`config.mk`:
```
export PLATFORM = sky130hd
export DESIGN_NAME = reg_file_wb_flat
export DESIGN_NICKNAME = d
export VERILOG_FILES = /design/src/rtl/cpu_pkg.sv /design/src/rtl/reg_file_wb_if.sv /design/src/rtl/reg_file_wb_rf_read_port.sv /design/src/rtl/reg_file_wb.sv /design/src/flat_wrapper.sv
export SDC_FILE = /design/constraint.sdc
export NUM_CORES = 2
export LEC_CHECK = 0
export BUFFER_PORTS_ARGS = -buffer_cell sky130_fd_sc_hd__buf_2
export CAP_MARGIN = 20
export CORE_MARGIN = 10
export CORE_UTILIZATION = 30
export CTS_CLUSTER_DIAMETER = 30
export DETAILED_ROUTE_END_ITERATION = 8
export GPL_TIMING_DRIVEN = 0
export PLACE_DENSITY = 0.45
export SKIP_LAST_GASP = 1
export SLEW_MARGIN = 10
export SYNTH_ARGS = -nofsm -noshare
export SYNTH_HDL_FRONTEND = slang
export SYNTH_HIERARCHICAL = 1
export SYNTH_SLANG_ARGS = --single-unit
```
`constraint.sdc`:
```
create_clock -name clk -period 5.5 [get_ports clk]
set_clock_uncertainty 0.15 [all_clocks]
set_input_delay 0 -clock clk [delete_from_list [all_inputs] [get_ports clk]]
set_output_delay 0 -clock clk [all_outputs]
set_load 0.05 [all_outputs]
```
`src/rtl/cpu_pkg.sv`:
```
// Purpose : shared CPU constants (datapath widths, zero register, write-back select codes).
// Latency : n/a (declarations only).
// Backpressure: n/a.
package cpu_pkg;

  // Default datapath widths; modules expose their own parameters that default to these.
  localparam int DEF_DATA_W = 32;
  localparam int DEF_ADDR_W = 5;

  // Register index that always reads as zero and ignores writes.
  localparam int REG_ZERO = 0;

  // MemtoReg select encodings shared by control, the write-back mux and benches.
  typedef enum logic [1:0] {
    WB_ALU  = 2'b00,
    WB_LIMM = 2'b01,
    WB_PC4  = 2'b10,
    WB_MEM  = 2'b11
  } wb_sel_e;

endpackage

```
`src/rtl/reg_file_wb_if.sv`:
```
// Purpose : bundle of register-file write/read/debug signals between the CPU core and reg_file_wb.
// Latency : n/a (wires only).
// Backpressure: none; the register file accepts a write every cycle.
// master modport = CPU side (drives indices, RegWr, busW); slave = register file (drives read data).
interface reg_file_wb_if #(
  parameter int DATA_W = cpu_pkg::DEF_DATA_W,
  parameter int ADDR_W = cpu_pkg::DEF_ADDR_W,
  parameter int CNT_W  = 16
);

  logic              RegWr;
  logic [ADDR_W-1:0] Rw;
  logic [DATA_W-1:0] busW;
  logic [ADDR_W-1:0] Ra;
  logic [ADDR_W-1:0] Rb;
  logic [DATA_W-1:0] busA;
  logic [DATA_W-1:0] busB;
  logic [ADDR_W-1:0] dbg_addr;
  logic [DATA_W-1:0] dbg_data;
  logic [CNT_W-1:0]  wr_count;

  modport master (
    output RegWr, Rw, busW, Ra, Rb, dbg_addr,
    input  busA, busB, dbg_data, wr_count
  );

  modport slave (
    input  RegWr, Rw, busW, Ra, Rb, dbg_addr,
    output busA, busB, dbg_data, wr_count
  );

endinterface

```
`src/rtl/reg_file_wb_rf_read_port.sv`:
```
// Purpose : one combinational register-file read port with zero-register check and optional write forwarding.
// Latency : 0 cycles (pure combinational).
// Backpressure: none.
// Ports: rst (suppresses forwarding), rd_idx/stored (index and array word at that index),
//        wr_en/wr_idx/wr_data (write presented this cycle), rd_data (port output).
module rf_read_port
  import cpu_pkg::*;
#(
  parameter int DATA_W = DEF_DATA_W,
  parameter int ADDR_W = DEF_ADDR_W,
  parameter int BYPASS = 1
) (
  input  logic              rst,
  input  logic [ADDR_W-1:0] rd_idx,
  input  logic [DATA_W-1:0] stored,
  input  logic              wr_en,
  input  logic [ADDR_W-1:0] wr_idx,
  input  logic [DATA_W-1:0] wr_data,
  output logic [DATA_W-1:0] rd_data
);

  logic fwd;

  always_comb begin
    // Forward only a write that will actually commit at the coming edge:
    // not during reset, and never for the zero register.
    fwd = (BYPASS != 0) && !rst && wr_en &&
          (wr_idx != ADDR_W'(REG_ZERO)) && (wr_idx == rd_idx);

    rd_data = stored;
    if (rd_idx == ADDR_W'(REG_ZERO)) begin
      rd_data = '0;
    end else if (fwd) begin
      rd_data = wr_data;
    end
  end

endmodule

```
`src/rtl/reg_file_wb.sv`:
```
// Purpose : architectural register file fed by the write-back bus; 2 combinational read ports, 1 write port.
// Latency : reads 0 cycles (optionally forwarding busW); writes commit on the edge; dbg_data 1 cycle.
// Backpressure: none; one write accepted every cycle.
// Ports: clk, rst (sync, active-high); rf = slave view of reg_file_wb_if carrying
//        RegWr/Rw/busW (write), Ra/Rb -> busA/busB (reads), dbg_addr -> dbg_data, wr_count.
module reg_file_wb
  import cpu_pkg::*;
#(
  parameter int DATA_W = DEF_DATA_W,
  parameter int ADDR_W = DEF_ADDR_W,
  parameter int BYPASS = 1,
  parameter int CNT_W  = 16
) (
  input  logic         clk,
  input  logic         rst,
  reg_file_wb_if.slave rf
);

  localparam int NREGS = 2 ** ADDR_W;

  logic [DATA_W-1:0] regs_q [NREGS];
  logic [DATA_W-1:0] regs_d [NREGS];
  logic [CNT_W-1:0]  wr_count_q, wr_count_d;
  logic [DATA_W-1:0] dbg_data_q, dbg_data_d;
  logic              commit;
  logic [DATA_W-1:0] bus_a, bus_b;

  always_comb begin
    // A write to the zero register is dropped entirely, so entry 0 keeps its
    // reset value forever and wr_count only counts writes that landed.
    commit     = rf.RegWr && (rf.Rw != ADDR_W'(REG_ZERO));
    regs_d     = regs_q;
    wr_count_d = wr_count_q;
    // Debug sees the array as it was before this edge's write.
    dbg_data_d = regs_q[rf.dbg_addr];
    if (commit) begin
      regs_d[rf.Rw] = rf.busW;
      wr_count_d    = wr_count_q + CNT_W'(1);
    end
  end

  // Reset wins over any write presented in the same cycle.
  always_ff @(posedge clk) begin
    if (rst) begin
      for (int i = 0; i < NREGS; i++) begin
        regs_q[i] <= '0;
      end
      wr_count_q <= '0;
      dbg_data_q <= '0;
    end else begin
      regs_q     <= regs_d;
      wr_count_q <= wr_count_d;
      dbg_data_q <= dbg_data_d;
    end
  end

  rf_read_port #(
    .DATA_W (DATA_W),
    .ADDR_W (ADDR_W),
    .BYPASS (BYPASS)
  ) u_rd_a (
    .rst     (rst),
    .rd_idx  (rf.Ra),
    .stored  (regs_q[rf.Ra]),
    .wr_en   (rf.RegWr),
    .wr_idx  (rf.Rw),
    .wr_data (rf.busW),
    .rd_data (bus_a)
  );

  rf_read_port #(
    .DATA_W (DATA_W),
    .ADDR_W (ADDR_W),
    .BYPASS (BYPASS)
  ) u_rd_b (
    .rst     (rst),
    .rd_idx  (rf.Rb),
    .stored  (regs_q[rf.Rb]),
    .wr_en   (rf.RegWr),
    .wr_idx  (rf.Rw),
    .wr_data (rf.busW),
    .rd_data (bus_b)
  );

  assign rf.busA     = bus_a;
  assign rf.busB     = bus_b;
  assign rf.dbg_data = dbg_data_q;
  assign rf.wr_count = wr_count_q;

endmodule

```
`src/flat_wrapper.sv`:
```
// flat-port wrapper written by rule: the top's interface ports become plain ports
module reg_file_wb_flat import cpu_pkg::*;
#(
  parameter int DATA_W = DEF_DATA_W,
  parameter int ADDR_W = DEF_ADDR_W,
  parameter int BYPASS = 1,
  parameter int CNT_W  = 16
)
  (clk, rst, rf_RegWr, rf_Rw, rf_busW, rf_Ra, rf_Rb, rf_dbg_addr, rf_busA, rf_busB, rf_dbg_data, rf_wr_count);
  reg_file_wb_if #(.DATA_W(DATA_W), .ADDR_W(ADDR_W), .CNT_W(CNT_W)) rf_i ();
  input  logic clk;
  input  logic rst;
  input wire logic [$bits(rf_i.RegWr)-1:0] rf_RegWr;
  input wire logic [$bits(rf_i.Rw)-1:0] rf_Rw;
  input wire logic [$bits(rf_i.busW)-1:0] rf_busW;
  input wire logic [$bits(rf_i.Ra)-1:0] rf_Ra;
  input wire logic [$bits(rf_i.Rb)-1:0] rf_Rb;
  input wire logic [$bits(rf_i.dbg_addr)-1:0] rf_dbg_addr;
  output wire logic [$bits(rf_i.busA)-1:0] rf_busA;
  output wire logic [$bits(rf_i.busB)-1:0] rf_busB;
  output wire logic [$bits(rf_i.dbg_data)-1:0] rf_dbg_data;
  output wire logic [$bits(rf_i.wr_count)-1:0] rf_wr_count;
  assign rf_i.RegWr = rf_RegWr;
  assign rf_i.Rw = rf_Rw;
  assign rf_i.busW = rf_busW;
  assign rf_i.Ra = rf_Ra;
  assign rf_i.Rb = rf_Rb;
  assign rf_i.dbg_addr = rf_dbg_addr;
  assign rf_busA = rf_i.busA;
  assign rf_busB = rf_i.busB;
  assign rf_dbg_data = rf_i.dbg_data;
  assign rf_wr_count = rf_i.wr_count;
  reg_file_wb #(.DATA_W(DATA_W), .ADDR_W(ADDR_W), .BYPASS(BYPASS), .CNT_W(CNT_W)) u_core (.clk(clk), .rst(rst), .rf(rf_i));
endmodule
```
# == After elaboration in Yosys (flattened, before gate mapping) ==
# Index checks and enable logic that the tools add are counted.
# Widths: inputs -> output; s select.
# totals
out_inout_bits,112
wordCells,72
reg_bits,1072
inputBits,55
# op_classes
bitwise_logic,4
add_sub_neg,1
n_reduce_logical,10
eq_ne,2
magnitude_cmp,5
n_mux,16
# op_table
op,n
$bwmux 1024,1
$bmux 32 s5,3
$mux 32,11
$demux 32 s5,1
$ge 6x6->1 const B,4
$not 5->6,4
$add 16x1->16 const B,1
$eq 5x5->1,2
$logic_not 5->1,2
$logic_and 1x1->1,6
$lt 6x1->1 const B,1
$reduce_bool 5->1,1
$logic_not 1->1,1

# == Longest topological paths before layout ==
# depth
word_depth,6
mapped_depth,9
mapped_depth_nobuf,5

# == Cells and area by module ==
# Netlist, hierarchy kept.
# modules_own_cells
module,n_inst,seq_area_each_um2,area_each_um2,cells_per_inst
reg_file_wb,1,21460.6,60406.7,6130
rf_read_port,2,0.0,898.4,134

# == Worst setup path before layout ==
# Ideal clock, no wire load.
# synth_timing
kind,input-to-output
from,in rf_Rb[1]
to,out rf_busB[3]
arrival_time_ps,2625
path_slack_ps,2725
cell_stages,8
cell_sequence,clkbuf_1 buf_1 buf_1 mux4_2 mux4_2 mux2_2 o31ai_1 a21boi_0
# synth_between
elab_chain_len,6
# synth_lines
element,line,rtl
from (decl),flat_wrapper.sv:17,input wire logic [$bits(rf_i.Rb)-1:0] rf_Rb;
$not 5->6 (implied by the code),reg_file_wb.sv:78,".stored (regs_q[rf.Rb]),"
$bmux 32 s5,reg_file_wb.sv:78,
$mux 32 (implied by the code) (2 in a row),reg_file_wb.sv:78,
$mux 32,reg_file_wb_rf_read_port.sv:33,end else if (fwd) begin
$mux 32 *,reg_file_wb_rf_read_port.sv:31,if (rd_idx == ADDR_W'(REG_ZERO)) begin
to (decl),flat_wrapper.sv:20,output wire logic [$bits(rf_i.busB)-1:0] rf_busB;
# Every way passes the cells marked *; elsewhere a longest branch is shown, timed or not. The select of a mux whose other input is x is not followed.

# == Worst setup path in the final report ==
# layout_timing
from,in rf_Ra[1]
to,out rf_busA[30]
# layout_between
elab_chain_len,6
# layout_lines
element,line,rtl
from (decl),flat_wrapper.sv:16,input wire logic [$bits(rf_i.Ra)-1:0] rf_Ra;
$not 5->6 (implied by the code),reg_file_wb.sv:64,".stored (regs_q[rf.Ra]),"
$bmux 32 s5,reg_file_wb.sv:64,
$mux 32 (implied by the code) (2 in a row),reg_file_wb.sv:64,
$mux 32,reg_file_wb_rf_read_port.sv:33,
$mux 32 *,reg_file_wb_rf_read_port.sv:31,
to (decl),flat_wrapper.sv:19,output wire logic [$bits(rf_i.busA)-1:0] rf_busA;
# Marks and branches as above.

==> results.ini <==
[run_status]
status=finished clean

[worst_setup_path]
worstSetupStartpointType=input port
cpPeakStageDelay_ns=0.63
cp.arrival_ns=4.03
critPathCaptureType=primary output
cp.depth=11
reg2reg_depth=4
critPathKind=input port to primary output
path_buf_inv=6
critical_path.most_common_cell=buf_2
cp_max_fo=10
critical_path.top_delay_family=buffers and inverters
path_cells=buf_2 -> clkbuf_1 -> buf_2 -> buf_2 -> buf_2 -> mux4_2 -> mux4_2 -> mux2_2 -> o31ai_1 -> a21boi_1 -> buf_2
required_ns=5.35
cp_slowest_cell=mux4_2

[timing]
setup_viol=0
setup_tns_ns=0
timing.slew.headroom_pct=17.5
fmax_mhz=239
setup_ws_ns=1.32
min_period_over_period_pct=76.1
final.min_clock_period_ns=4.18
worst_pin_slew_ns=1.24
grt_setup_unrepaired=no
hold_violations=0
drv_slew=0

[floorplanning]
rows=167
coreArea_sq_um=207000
dieArea_sq_um=226000
die_x_um=475
die_y_um=475
initial_core_util_pct=30.1
boundaryPins=167

[routing]
drt_iter0_markers=8659
num_vias=59100
routedWlPerCell_um=36.2
antenna_violating_nets_post_route=0
vias_per_cell=5.96
drc=0
routed_wl_mm=359
firstDrtPassIters=8

[synthesis]
syn_avg_cell_area_sq_um=9.72
synthDistinctLibCells=50
yosysWarnings=6
synth.net_count=6454
synth_commonest_cells=2073 x nand2_1, 1072 x dfxtp_1, 1002 x a21oi_1
synth_area_leader_cell=dfxtp_1
synthesis.area_sq_um=62200
yosysMostFrequentCell=nand2_1
synth_top_area_share_pct=34.5
yosys-top-cells-area=dfxtp_1 35%, mux4_2 31%, nand2_1 13%, a21oi_1 8.1%, clkbuf_1 2.8%
synth_edf_count=0
ys_ff_latch=1072
seq_area_frac_synth_pct=34.5
netlist_instances=6398
synth_flop_cell=dfxtp_1
async_flop_share_pct=0

[cts]
cts_buffer_depth=4
ctsHoldBuffers=71
ctsResizeCount=0
path_clk_slew_ns=0.05
clockRootBuffer=clkbuf_16
clock_latency_ns=0.93
cts_max_level=5
post_cts_buffers=0
clock_sinks=1072
cts_buffers=318
cts_tree=yes

[cells_and_area]
nets=7020
finalNonFillerCells=9918
fillers=20300
utilization_pct=37.9
syn_to_final_growth_pct=25.8
regArea_sq_um=21500
layout-drive-gt1-share_pct=25.6
multiInputGateArea_sq_um=37700

[placed_design]
dp.cells=9277
gp_congestion=1.07
dp_hpwl_mm=291
io_buffers=162
placement.setup.worst_slack_ns=1.08

[min_path]
whs_path_depth=4
holdCritPathClass=input port to flip-flop

[grt]
grt_overflow_total=0
grt_pass1_wl_mm=474
antenna_found_initial=59
grt_max_degree=17
grt_usage_pct=30.6
first_global_vias=55100

[power_and_ir_drop]
power.leakage_nw=26.3
powerDensity_nw_per_um2=370
p_total_mw=28.9
irDropWorstVdd_mv=0.302

[run]
max_cap_violations=0

per-stage QoR:
stage | hold slack (ns) | area (sq um)
after floorplan | -0.0140 | 62200
after global placement | 0.257 | 66400
after detailed placement | 0.257 | 66600
after CTS | 0.00144 | 78200
after global routing | 0.0555 | 78200
final | 0.0898 | 78200
layout by cell type (no fill, tap or decap), types with 18 or more instances in the layout:
cell	n
nand2_1	2073
dfxtp_1	1072
a21oi_1	1002
mux4_2	864
clkbuf_1	503
buf_2	343
clkbuf_16	325
mux2i_1	129
dlygate4sd3_1	71
nand4_1	67
mux2_2	64
clkbuf_8	58
clkinv_2	53
bufinv_16	41
nor2b_1	37
o31ai_1	37
nor2_1	35
buf_1	32
a22oi_1	32
a221o_1	32
a31oi_1	32
o311ai_1	32
o21ai_0	28
a21boi_1	28
diode_2	24
a221oi_1	22
clkinvlp_4	19
buf_4	18
cell type report:
cell class | count | area share, %
clock inverters | 126 | 2.26
well taps | 2704 | 4.32
flip-flops and latches | 1072 | 27.4
diodes | 24 | 0.0768
clock buffers | 420 | 11.6
plain buffers | 712 | 3.90
inverters | 4 | 0.0192
repair buffers | 246 | 2.18
multi-input cells | 4610 | 48.2
worst min-delay path: cells and delay by family:
family | cells | cell delay [ns]
compound gates | 1 | 0.06
buf+inv | 2 | 0.88
simple gates | 1 | 0.15
logic make-up after synthesis:
kind of cell / share of synthesized area, %
AOI/OAI and AO/OA: 11.4
muxes: 34.5
adders and majority gates: 0.0201
buffers and inverters: 4.90
xor gates and xnor gates: 0.207
DFF: 34.5
and+or+nand+nor: 14.5
power breakdown:
part           internal [mW]  leakage [nW]  switching [mW]
Sequential              7.87          8.65          0.0709
Clock                   13.3          5.32            5.41
Combinational          0.614          12.3            1.68
per-layer routing:
metal / track usage (%) / share of wire (%) / vias up
met5: 0 / 0.018 / -
met4: 14.6 / 5.5 / 12
met3: 10.1 / 12 / 622
met2: 46.0 / 43 / 3746
met1: 39.7 / 39 / 30100
li1: - / - / 24600
state kept, by name, summed over array words and instances, names as in the netlist:
signal	cells
u_core/rf.dbg_data	32
u_core/rf.wr_count	16
u_core/regs_q	1024
worst paths after layout:
path / startpoint / endpoint / slack, ns
max: rf_Ra[1] / rf_busA[30] / 1.32
min: rf_busW[13] / u_core/regs_q[13] / 0.09
max reg2reg: u_core/regs_q[1006] / u_core/rf.dbg_data[14] / 3.09
min reg2reg: u_core/regs_q[830] / u_core/regs_q[830] / 0.32
No activity file was read; power rests on OpenSTA's default activity.
